--- src/rtl/cyc_pkg.sv ---
// cyc_pkg: shared types and constants for the cycle computer datapath
package cyc_pkg;
  typedef enum logic [1:0] {IDLE, LOAD, WAIT, RESP} sched_state_t;
  localparam int DIV_W = 32;
  localparam int CADENCE_DIVD = 768000;
endpackage

--- src/rtl/div_scheduler_if.sv ---
// div_scheduler_if: requester-side and divider-side signals of the divider scheduler
interface div_scheduler_if #(
  parameter int N = 32,
  parameter int NREQ = 4
);
  logic [NREQ-1:0] req;
  logic [NREQ-1:0] done;
  logic [NREQ*N-1:0] op_divd;
  logic [NREQ*N-1:0] op_dvsr;
  logic [N-1:0] res_q;
  logic [N-1:0] res_r;
  logic res_err;
  logic busy;
  logic [N-1:0] div_divd;
  logic [N-1:0] div_dvsr;
  logic div_start;
  logic [N-1:0] div_q;
  logic [N-1:0] div_r;
  logic div_ready;
  modport master (
    input req, op_divd, op_dvsr, div_q, div_r, div_ready,
    output done, res_q, res_r, res_err, busy, div_divd, div_dvsr, div_start
  );
  modport slave (
    output req, op_divd, op_dvsr, div_q, div_r, div_ready,
    input done, res_q, res_r, res_err, busy, div_divd, div_dvsr, div_start
  );
endinterface

--- src/rtl/rr_arbiter.sv ---
// rr_arbiter: combinational round-robin pick of the first request at or after ptr
module rr_arbiter #(
  parameter int NREQ = 4,
  localparam int W = $clog2(NREQ)
) (
  input  logic [NREQ-1:0] req,
  input  logic [W-1:0]    ptr,
  output logic [NREQ-1:0] grant,
  output logic [W-1:0]    idx
);
  logic [NREQ-1:0] rot;
  logic [W-1:0] off;
  logic [W:0] sum;
  // rotate so bit 0 is the requester at ptr, then the lowest set bit wins
  always_comb begin
    rot = NREQ'({req, req} >> ptr);
    off = '0;
    for (int i = NREQ - 1; i >= 0; i--) off = rot[i] ? W'(i) : off;
    sum = {1'b0, ptr} + {1'b0, off};
    idx = sum >= (W+1)'(NREQ) ? W'(sum - (W+1)'(NREQ)) : sum[W-1:0];
    grant = |req ? NREQ'(1) << idx : '0;
  end
endmodule

--- src/rtl/div_scheduler.sv ---
// div_scheduler: round-robin time-sharing of one sequential divider among NREQ requesters
module div_scheduler
  import cyc_pkg::*;
#(
  parameter int N = DIV_W,
  parameter int NREQ = 4,
  parameter int TIMEOUT = 1024
) (
  input logic clock,
  input logic Rst,
  div_scheduler_if.master bus
);
  localparam int W = $clog2(NREQ);
  localparam int CW = $clog2(TIMEOUT);
  sched_state_t state, state_d;
  logic [W-1:0] ptr, g, gidx;
  logic [NREQ-1:0] grant, gsel;
  logic [CW-1:0] cnt;
  logic [N-1:0] sel_divd, sel_dvsr, divd, dvsr, res_q, res_r;
  logic res_err, timed_out, zero_div;
  rr_arbiter #(.NREQ(NREQ)) u_arb (
    .req(bus.req),
    .ptr(ptr),
    .grant(grant),
    .idx(gidx)
  );
  always_comb begin
    sel_divd = '0;
    sel_dvsr = '0;
    for (int i = 0; i < NREQ; i++) begin
      sel_divd = gidx == W'(i) ? bus.op_divd[i*N +: N] : sel_divd;
      sel_dvsr = gidx == W'(i) ? bus.op_dvsr[i*N +: N] : sel_dvsr;
    end
  end
  assign zero_div = sel_dvsr == '0;
  assign timed_out = cnt == CW'(TIMEOUT - 1);
  always_comb begin
    state_d = state;
    bus.div_start = 1'b0;
    bus.busy = state != IDLE;
    bus.done = '0;
    case (state)
      IDLE: state_d = |bus.req ? (zero_div ? RESP : LOAD) : IDLE;
      LOAD: begin
        state_d = WAIT;
        bus.div_start = 1'b1;
      end
      // ready is only trusted from WAIT on; a stale ready during LOAD is ignored
      WAIT: state_d = (bus.div_ready || timed_out) ? RESP : WAIT;
      default: begin
        state_d = IDLE;
        bus.done = gsel;
      end
    endcase
  end
  always_ff @(posedge clock or posedge Rst) begin
    if (Rst) begin
      state <= IDLE;
      ptr <= '0;
      g <= '0;
      gsel <= '0;
      cnt <= '0;
      divd <= '0;
      dvsr <= '0;
      res_q <= '0;
      res_r <= '0;
      res_err <= 1'b0;
    end else begin
      state <= state_d;
      case (state)
        IDLE: if (|bus.req) begin
          g <= gidx;
          gsel <= grant;
          divd <= sel_divd;
          dvsr <= sel_dvsr;
          if (zero_div) begin
            res_q <= '0;
            res_r <= sel_divd;
            res_err <= 1'b1;
          end
        end
        LOAD: cnt <= '0;
        WAIT: if (bus.div_ready) begin
          res_q <= bus.div_q;
          res_r <= bus.div_r;
          res_err <= 1'b0;
        end else if (timed_out) begin
          res_q <= '0;
          res_r <= '0;
          res_err <= 1'b1;
        end else cnt <= cnt + 1'b1;
        default: ptr <= g == W'(NREQ - 1) ? '0 : g + 1'b1;
      endcase
    end
  end
  assign bus.div_divd = divd;
  assign bus.div_dvsr = dvsr;
  assign bus.res_q = res_q;
  assign bus.res_r = res_r;
  assign bus.res_err = res_err;
endmodule

--- src/flat_wrapper.sv ---
// flat-port wrapper written by rule: the top's interface ports become plain ports
module div_scheduler_flat import cyc_pkg::*;
#(
  parameter int N = DIV_W,
  parameter int NREQ = 4,
  parameter int TIMEOUT = 1024
)
  (clock, Rst, bus_req, bus_op_divd, bus_op_dvsr, bus_div_q, bus_div_r, bus_div_ready, bus_done, bus_res_q, bus_res_r, bus_res_err, bus_busy, bus_div_divd, bus_div_dvsr, bus_div_start);
  div_scheduler_if #(.N(N), .NREQ(NREQ)) bus_i ();
  input logic clock;
  input logic Rst;
  input wire logic [$bits(bus_i.req)-1:0] bus_req;
  input wire logic [$bits(bus_i.op_divd)-1:0] bus_op_divd;
  input wire logic [$bits(bus_i.op_dvsr)-1:0] bus_op_dvsr;
  input wire logic [$bits(bus_i.div_q)-1:0] bus_div_q;
  input wire logic [$bits(bus_i.div_r)-1:0] bus_div_r;
  input wire logic [$bits(bus_i.div_ready)-1:0] bus_div_ready;
  output wire logic [$bits(bus_i.done)-1:0] bus_done;
  output wire logic [$bits(bus_i.res_q)-1:0] bus_res_q;
  output wire logic [$bits(bus_i.res_r)-1:0] bus_res_r;
  output wire logic [$bits(bus_i.res_err)-1:0] bus_res_err;
  output wire logic [$bits(bus_i.busy)-1:0] bus_busy;
  output wire logic [$bits(bus_i.div_divd)-1:0] bus_div_divd;
  output wire logic [$bits(bus_i.div_dvsr)-1:0] bus_div_dvsr;
  output wire logic [$bits(bus_i.div_start)-1:0] bus_div_start;
  assign bus_i.req = bus_req;
  assign bus_i.op_divd = bus_op_divd;
  assign bus_i.op_dvsr = bus_op_dvsr;
  assign bus_i.div_q = bus_div_q;
  assign bus_i.div_r = bus_div_r;
  assign bus_i.div_ready = bus_div_ready;
  assign bus_done = bus_i.done;
  assign bus_res_q = bus_i.res_q;
  assign bus_res_r = bus_i.res_r;
  assign bus_res_err = bus_i.res_err;
  assign bus_busy = bus_i.busy;
  assign bus_div_divd = bus_i.div_divd;
  assign bus_div_dvsr = bus_i.div_dvsr;
  assign bus_div_start = bus_i.div_start;
  div_scheduler #(.N(N), .NREQ(NREQ), .TIMEOUT(TIMEOUT)) u_core (.clock(clock), .Rst(Rst), .bus(bus_i));
endmodule
--- config.mk ---
export PLATFORM = sky130hd
export DESIGN_NAME = div_scheduler_flat
export DESIGN_NICKNAME = d
export VERILOG_FILES = /design/src/rtl/cyc_pkg.sv /design/src/rtl/div_scheduler_if.sv /design/src/rtl/rr_arbiter.sv /design/src/rtl/div_scheduler.sv /design/src/flat_wrapper.sv
export SDC_FILE = /design/constraint.sdc
export NUM_CORES = 1
export LEC_CHECK = 0
export ABC_CLOCK_PERIOD_IN_PS = 5600
export CORE_AREA = 2 2 181 183
export CTS_BUF_LIST = sky130_fd_sc_hd__clkbuf_8
export CTS_CLUSTER_DIAMETER = 120
export CTS_CLUSTER_SIZE = 40
export DETAILED_ROUTE_END_ITERATION = 8
export DIE_AREA = 0 0 183 185
export PLACE_DENSITY_LB_ADDON = 0.15
export SYNTH_ARGS = -nofsm -noshare
export SYNTH_HDL_FRONTEND = slang
export SYNTH_SLANG_ARGS = --single-unit
--- constraint.sdc ---
create_clock -name clock -period 5.6 [get_ports clock]
set_input_delay 0.56 -clock clock [delete_from_list [all_inputs] [get_ports clock]]
set_output_delay 0.56 -clock clock [all_outputs]
set_load 0.01 [all_outputs]
==> impl_metrics.toml, run 1 <==
[logic_synthesis]
synth_top_flop_cell = "dfrtp_1"
syn-cell-area_mm2 = 0.008512
ys_top_cells_by_count = "250 x nand2_1, 149 x dfrtp_1, 50 x mux4_2"
yosysUniqueCellTypes = 49
yosysWarnings = 0
async_flop_share = 1.000
yosys.area.top_type_share = 0.4380
synth_edf_count = 0
synth_area_per_cell_um2 = 9.673
synth.area.top_cells = "dfrtp_1 44%, mux4_2 13%, nand2_1 11%"
synth_top_cell_by_area = "dfrtp_1"
ys_ff_latch = 149
synthCells = 880
synth_nets = 1215
ys_seq_area_frac = 0.4380
yosysMostFrequentCell = "nand2_1"

[setup_path]
regToRegSetupSlack_ps = 870
max_stage_delay_ps = 560
crit_path_start_kind = "primary input"
rr_endpoint = "u_core.bus.res_q[7]"
path_delay_family = "buffers and inverters"
worstPathCellList = "clkdlybuf4s50_1 -> inv_1 -> o21ai_0 -> a21oi_1 -> nor3_1 -> a21oi_1 -> ha_4 -> xnor2_1 -> buf_4 -> xor2_4 -> buf_4 -> mux2i_1 -> o21ai_1 -> nor4_1 -> and4_1 -> nand2_2 -> a21o_2 -> buf_12 -> mux2i_1"
critPathArrivalTime_ps = 5280
slowest_stage = "clkdlybuf4s50_1"
crit_path_end_kind = "flip-flop"
critPathKind = "primary input to flip-flop"
reg2reg_depth = 17
worstReg2RegStart = "u_core.ptr[1]"
cp.required_ps = 5930
worst-path-buf-inv = 5
crit_path_max_fanout = 25

[timing]
slew_viol_final = 0
worst_slew_pin_slew_ps = 1040
skew_ps = 16.71
worst_hold_slack_ps = 476.9
fmax_mhz = 202.0
finalHoldViolCount = 0
slew_headroom = 0.3061
min_period_ps = 4950
grt_setup_unrepaired = "no"
setup_viol = 0
fin_tns_setup_ps = 0
finalCritPeriodShare = 0.8840

[placed_design]
place_area_mm2 = 0.01360
finalWeightedCongestion = 0.8884
portBuffers = 461
place_hpwl_um = 27800

[job]
cap_violations = 0

[pwr]
p_sw_frac = 0.4474
p_int_uw = 4581
power_density_mw_per_mm2 = 592.3
pwr-share-seq = 0.229
p_sw_uw = 3708
leakagePower_uw = 0.005818
comb_power_share = 0.668
pwr-share-clk = 0.103
vdd_drop_max_v = 0.0003001

[grt]
grt_overflow = 0
grt_first_pass_wirelength_um = 52300
grt_pass1_vias = 8724
grt_start_max_net_pins = 68
antenna_found_initial = 0
grt_usage = 0.2048

[clock_network]
cts_tree = "yes"
cts-root-buf = "clkbuf_8"
numCtsBuffers = 17
clockBufferDepth = 2
cts_sinks = 149
post_cts_buffers = 0
holdBufCountCts = 0
postCtsResizedCells = 0
clk_latency_ps = 460
clkTransAtPathRegs_ps = 90
htree_levels = 4

[final_layout]
syn_to_final_growth_pct = 64.40
final_layout_size_suffix_gt1_frac = 0.08941
fin_area_mm2 = 0.01399
nFillCells = 3169
finalNetCount = 1653
final_util = 0.4367

[floorplan]
die_x_um = 183
die_y_um = 185
pin_count = 462
std_cell_rows = 66
start_util = 0.2657
die_area_mm2 = 0.03386
core-area_mm2 = 0.03204

[route]
drt_iter0_drc = 336
postRouteAntennaNets = 0
routed_wl_um = 35490
num_vias = 8418
wl_per_cell_um = 20.40
drc_errors = 0
drt_pass1_iterations = 4
viasPerCell = 4.838

[run_status]
status = "completed"

[hold_path]
worstHoldPathType = "flip-flop to flip-flop"
holdPathStages = 2
worst_hold_path.endpoint = "u_core.gsel[0]"
hold_start = "u_core.gsel[0]"
[power by group through the flow]
stage	logic [µW]	clock network [µW]	registers [µW]
6_report	5540	855	1900
4_1_cts	5650	897	1900
3_5_place_dp	5640	0	1910
3_3_place_gp	5590	0	1910
5_1_grt	6020	936	1960
2_1_floorplan	3130	0	2060
[per-stage QoR]
stage / total power, µW / cells / setup WS [ps]
final: 8289 / 1740 / 649.8
after global routing: 8923 / 1739 / 316.2
after CTS: 8443 / 1739 / 735.1
after detailed placement: 7548 / 1707 / 240.6
after global placement: 7496 / 1707 / 330.4
after floorplan: 5190 / 880 / 1032
[worst min-delay path, delay by kind of cell, from the launching register on]
family          cells  cell delay, ps
simple gates        1              50
flops               1             350
compound gates      1              50
[cell families after synthesis]
kind of cell / share of synthesized area
XOR/XNOR: 0.009261
flip-flops: 0.4380
adder cells (fa/ha/maj): 0.01176
AO/OA/AOI/OAI: 0.09761
multiplexers: 0.2036
AND/OR/NAND/NOR: 0.1905
buffers and inverters: 0.04924
[how the worst max path moves through the flow]
| stage | cells after the start | slack, ps | end | from |
|---|---|---|---|---|
| 2_1_floorplan | 1 | 1030 | u_core.bus.div_divd[0] | Rst |
| 3_3_place_gp | 18 | 330 | u_core.bus.res_q[9] | bus_req[0] |
| 3_5_place_dp | 18 | 240 | u_core.bus.res_q[3] | bus_req[1] |
| 4_1_cts | 18 | 740 | u_core.bus.res_q[7] | bus_req[1] |
| 5_1_grt | 19 | 320 | u_core.bus.res_q[7] | bus_req[0] |
| 6_report | 19 | 650 | u_core.bus.res_q[7] | bus_req[0] |
[flip-flops by register name (all words and copies together) (netlist names)]
signal,cells
u_core.state,2
u_core.gsel,4
u_core.ptr,2
u_core.g,2
u_core.cnt,10
u_core.bus.res_err,1
u_core.bus.res_r,32
u_core.bus.div_dvsr,32
u_core.bus.res_q,32
u_core.bus.div_divd,32
[cell type report]
cell class              count  area [µm²]  area share
repair buffers            483        4792      0.3425
inverters                  41       158.9     0.01136
clock buffers              18       247.7     0.01770
multi-input cells         626        4410      0.3152
clock inverters            14       142.6     0.01019
diodes                      1       2.502   0.0001788
well taps                 408       510.5     0.03648
flip-flops and latches    149        3729      0.2665
[metal layers]
metal,global-route usage,vias up,part of all wire,wire length (µm)
li1,-,3985,-,-
met1,0.2441,4036,0.40,14320
met2,0.3555,350,0.49,17520
met3,0.06213,47,0.081,2892
met4,0.06240,0,0.021,762
met5,0,-,0,0
[layout by cell type (no fill, tap or decap), types with 3 or more instances in the layout]
cell type        instances
mux2_1                   9
buf_4                   21
nand2_1                250
nor4_1                  16
a221o_1                 23
or4_1                    4
nor2_1                  23
o21ai_0                 25
ha_1                     7
and2_1                   6
dfrtp_1                149
mux2i_1                 46
mux2_2                   4
nand3_1                 20
clkinvlp_4               5
inv_1                   38
clkbuf_8                18
xor2_1                   5
nor2b_1                  3
a21oi_1                 46
nand4_1                 25
a31oi_1                  3
nor3_1                   5
nand2b_1                 5
mux4_2                  50
o21ai_1                 16
xnor2_1                  3
inv_6                    5
clkdlybuf4s50_1        461
Note: power is estimated with default switching activity, not from simulation.
==> run 2: changes to the inputs <==
ABC_CLOCK_PERIOD_IN_PS = 4600   (was 5600)
CORE_AREA = 8 8 172 174   (was 2 2 181 183)
DIE_AREA = 0 0 180 182   (was 0 0 183 185)
clock period = 4.6 ns   (was 5.6 ns; I/O delays follow)
==> run 2 against run 1 <==
  * Register-to-register slack worse by 430 ps
  * Power is 25% higher
  * Sequential power rose by 21%
  * Critical path type unchanged
  * Critical endpoint is now u_core.bus.res_r[16]
==> impl_metrics.toml, run 2 (synthesis results as in run 1) <==
[run_status]
status = "completed"

[grt]
grt_first_pass_wirelength_um = 55750
grt_overflow = 0
antenna_found_initial = 1
grt_start_max_net_pins = 97
grt_usage = 0.2190
use_met3 = 0.06966
grt_util_met1 = 0.2613
grt_use_met2 = 0.3790
grt_pass1_vias = 9162
grt.busiest_layer = "met2"

[timing]
fmax_mhz = 238.6
worst_hold_slack_ps = 474.0
skew_ps = 22.32
slew_viol_final = 0
grt_setup_unrepaired = "no"
setup_slack_ps = 408.4
worst_slew_pin_slew_ps = 1049
setup_viol = 0
finalHoldViolCount = 0
min_period_ps = 4192
finalCritPeriodShare = 0.9112
slew_headroom = 0.2995

[route]
routed_wl_um = 36420
wl_per_cell_um = 21.61
viasPerCell = 5.047
drt_iter0_drc = 535
postRouteAntennaNets = 0
drc_errors = 0
drt_pass1_iterations = 5
num_vias = 8504

[clock_network]
postCtsResizedCells = 0
cts_tree = "yes"
clk_latency_ps = 460
cts_sinks = 149
cts-root-buf = "clkbuf_8"
clockBufferDepth = 2
htree_levels = 4
numCtsBuffers = 17
holdBufCountCts = 0
post_cts_buffers = 0
clkTransAtPathRegs_ps = 80

[job]
cap_violations = 0

[setup_path]
path_delay_family = "simple AND/OR/NAND/NOR gates"
crit_start = "bus_req[0]"
worst-path-buf-inv = 4
worstReg2RegStart = "u_core.ptr[1]"
worstPathCellList = "clkdlybuf4s50_1 -> inv_1 -> o21ai_0 -> a21oi_1 -> nor3_1 -> a21oi_1 -> ha_4 -> xnor2_1 -> buf_4 -> xor2_4 -> buf_4 -> mux2i_1 -> o21ai_1 -> nor4_1 -> and4_1 -> nand2_2 -> a21o_2 -> mux2_1"
crit_path_end_kind = "flip-flop"
crit_path_max_fanout = 11
crit_path_start_kind = "primary input"
critPathArrivalTime_ps = 4520
regToRegSetupSlack_ps = 440
slowest_stage = "clkdlybuf4s50_1"
max_stage_delay_ps = 480
cp.required_ps = 4930
critPathKind = "primary input to flip-flop"

[placed_design]
finalWeightedCongestion = 0.8772
portBuffers = 461
place_hpwl_um = 29220
pre_cts_ws_ps = -92.59

[floorplan]
die_area_mm2 = 0.03276
die_x_um = 180
die_y_um = 182
start_util = 0.3194
core-area_mm2 = 0.02665
std_cell_rows = 60
pin_count = 462

[final_layout]
finalNetCount = 1665
final_util = 0.5285
syn_to_final_growth_pct = 65.46
mostFrequentLayoutCell = "clkdlybuf4s50_1"
mostFrequentLayoutCells = "461 x clkdlybuf4s50_1, 250 x nand2_1, 149 x dfrtp_1"
final_layout_size_suffix_gt1_frac = 0.09754
nFillCells = 2430

[pwr]
vdd_drop_max_v = 0.0004701
p_sw_uw = 4553
pwr-share-seq = 0.223
power_density_mw_per_mm2 = 732.9
comb_power_share = 0.669
p_sw_frac = 0.4411
leakagePower_uw = 0.005925
pwr-share-clk = 0.109
p_int_uw = 5769

[hold_path]
worstHoldPathType = "flip-flop to flip-flop"
hold_start = "u_core.gsel[0]"
-- run 2: path summary, 6_finish.rpt --
path	end	cells past startpoint
hold / removal	u_core.gsel[0]	2
setup reg to reg	u_core.bus.res_r[16]	16
min in group asynchronous	u_core.bus.div_dvsr[27]	2
max in group asynchronous	u_core.bus.div_divd[18]	3
hold reg to reg	u_core.gsel[0]	2
setup / recovery	u_core.bus.res_r[16]	18
-- run 2: power groups by stage --
stage | Combinational [µW] | Clock (µW) | Sequential, µW
2_1_floorplan | 3800 | 0 | 2510
5_1_grt | 7500 | 1210 | 2380
3_3_place_gp | 6970 | 0 | 2300
4_1_cts | 7020 | 1160 | 2300
3_5_place_dp | 7020 | 0 | 2310
6_report | 6900 | 1120 | 2300
-- run 2: final cells by class --
cell class / count / area, µm² / area share
clock inverters: 14 / 176.4 / 0.01253
inverters: 41 / 158.9 / 0.01128
diodes: 1 / 2.502 / 0.0001777
multi-input cells: 626 / 4410 / 0.3132
clock buffers: 18 / 247.7 / 0.01759
flip-flops and latches: 149 / 3729 / 0.2647
well taps: 341 / 426.7 / 0.03029
repair buffers: 495 / 4932 / 0.3502
-- run 2: per-layer routing --
metal	part of all wire	wire length, µm	up-vias
met5	0	0	-
met4	0.017	605	0
met3	0.076	2781	35
met2	0.50	18110	344
met1	0.41	14920	4110
li1	-	-	4015
-- run 2: worst reg2reg max path, cell delays in order (launching register included) --
cell and delay [ps]:
dfrtp_1 490, o21ai_0 200, a21oi_1 90, nor3_1 180, a21oi_1 100, ha_4 190
xnor2_1 110, buf_4 160, xor2_4 300, buf_4 260, mux2i_1 210, o21ai_1 90
nor4_1 440, and4_1 370, nand2_2 110, a21o_2 370, mux2_1 380
-- run 2: metrics by stage --
step / cells / power, µW / TNS, ps / instance area (µm²)
final: 1685 / 10320 / 0 / 14080
after global routing: 1685 / 11090 / 0 / 14080
after detailed placement: 1652 / 9331 / -3504 / 13660
after floorplan: 880 / 6318 / 0 / 8512
after global placement: 1652 / 9273 / 0 / 13660
after CTS: 1684 / 10490 / 0 / 14080
==> run 3: changes to the inputs <==
SKIP_CTS_REPAIR_TIMING = 1   (was not set)
==> results of run 3 <==
Same layout as run 2: the final DEF is identical, and so are final timing and power.
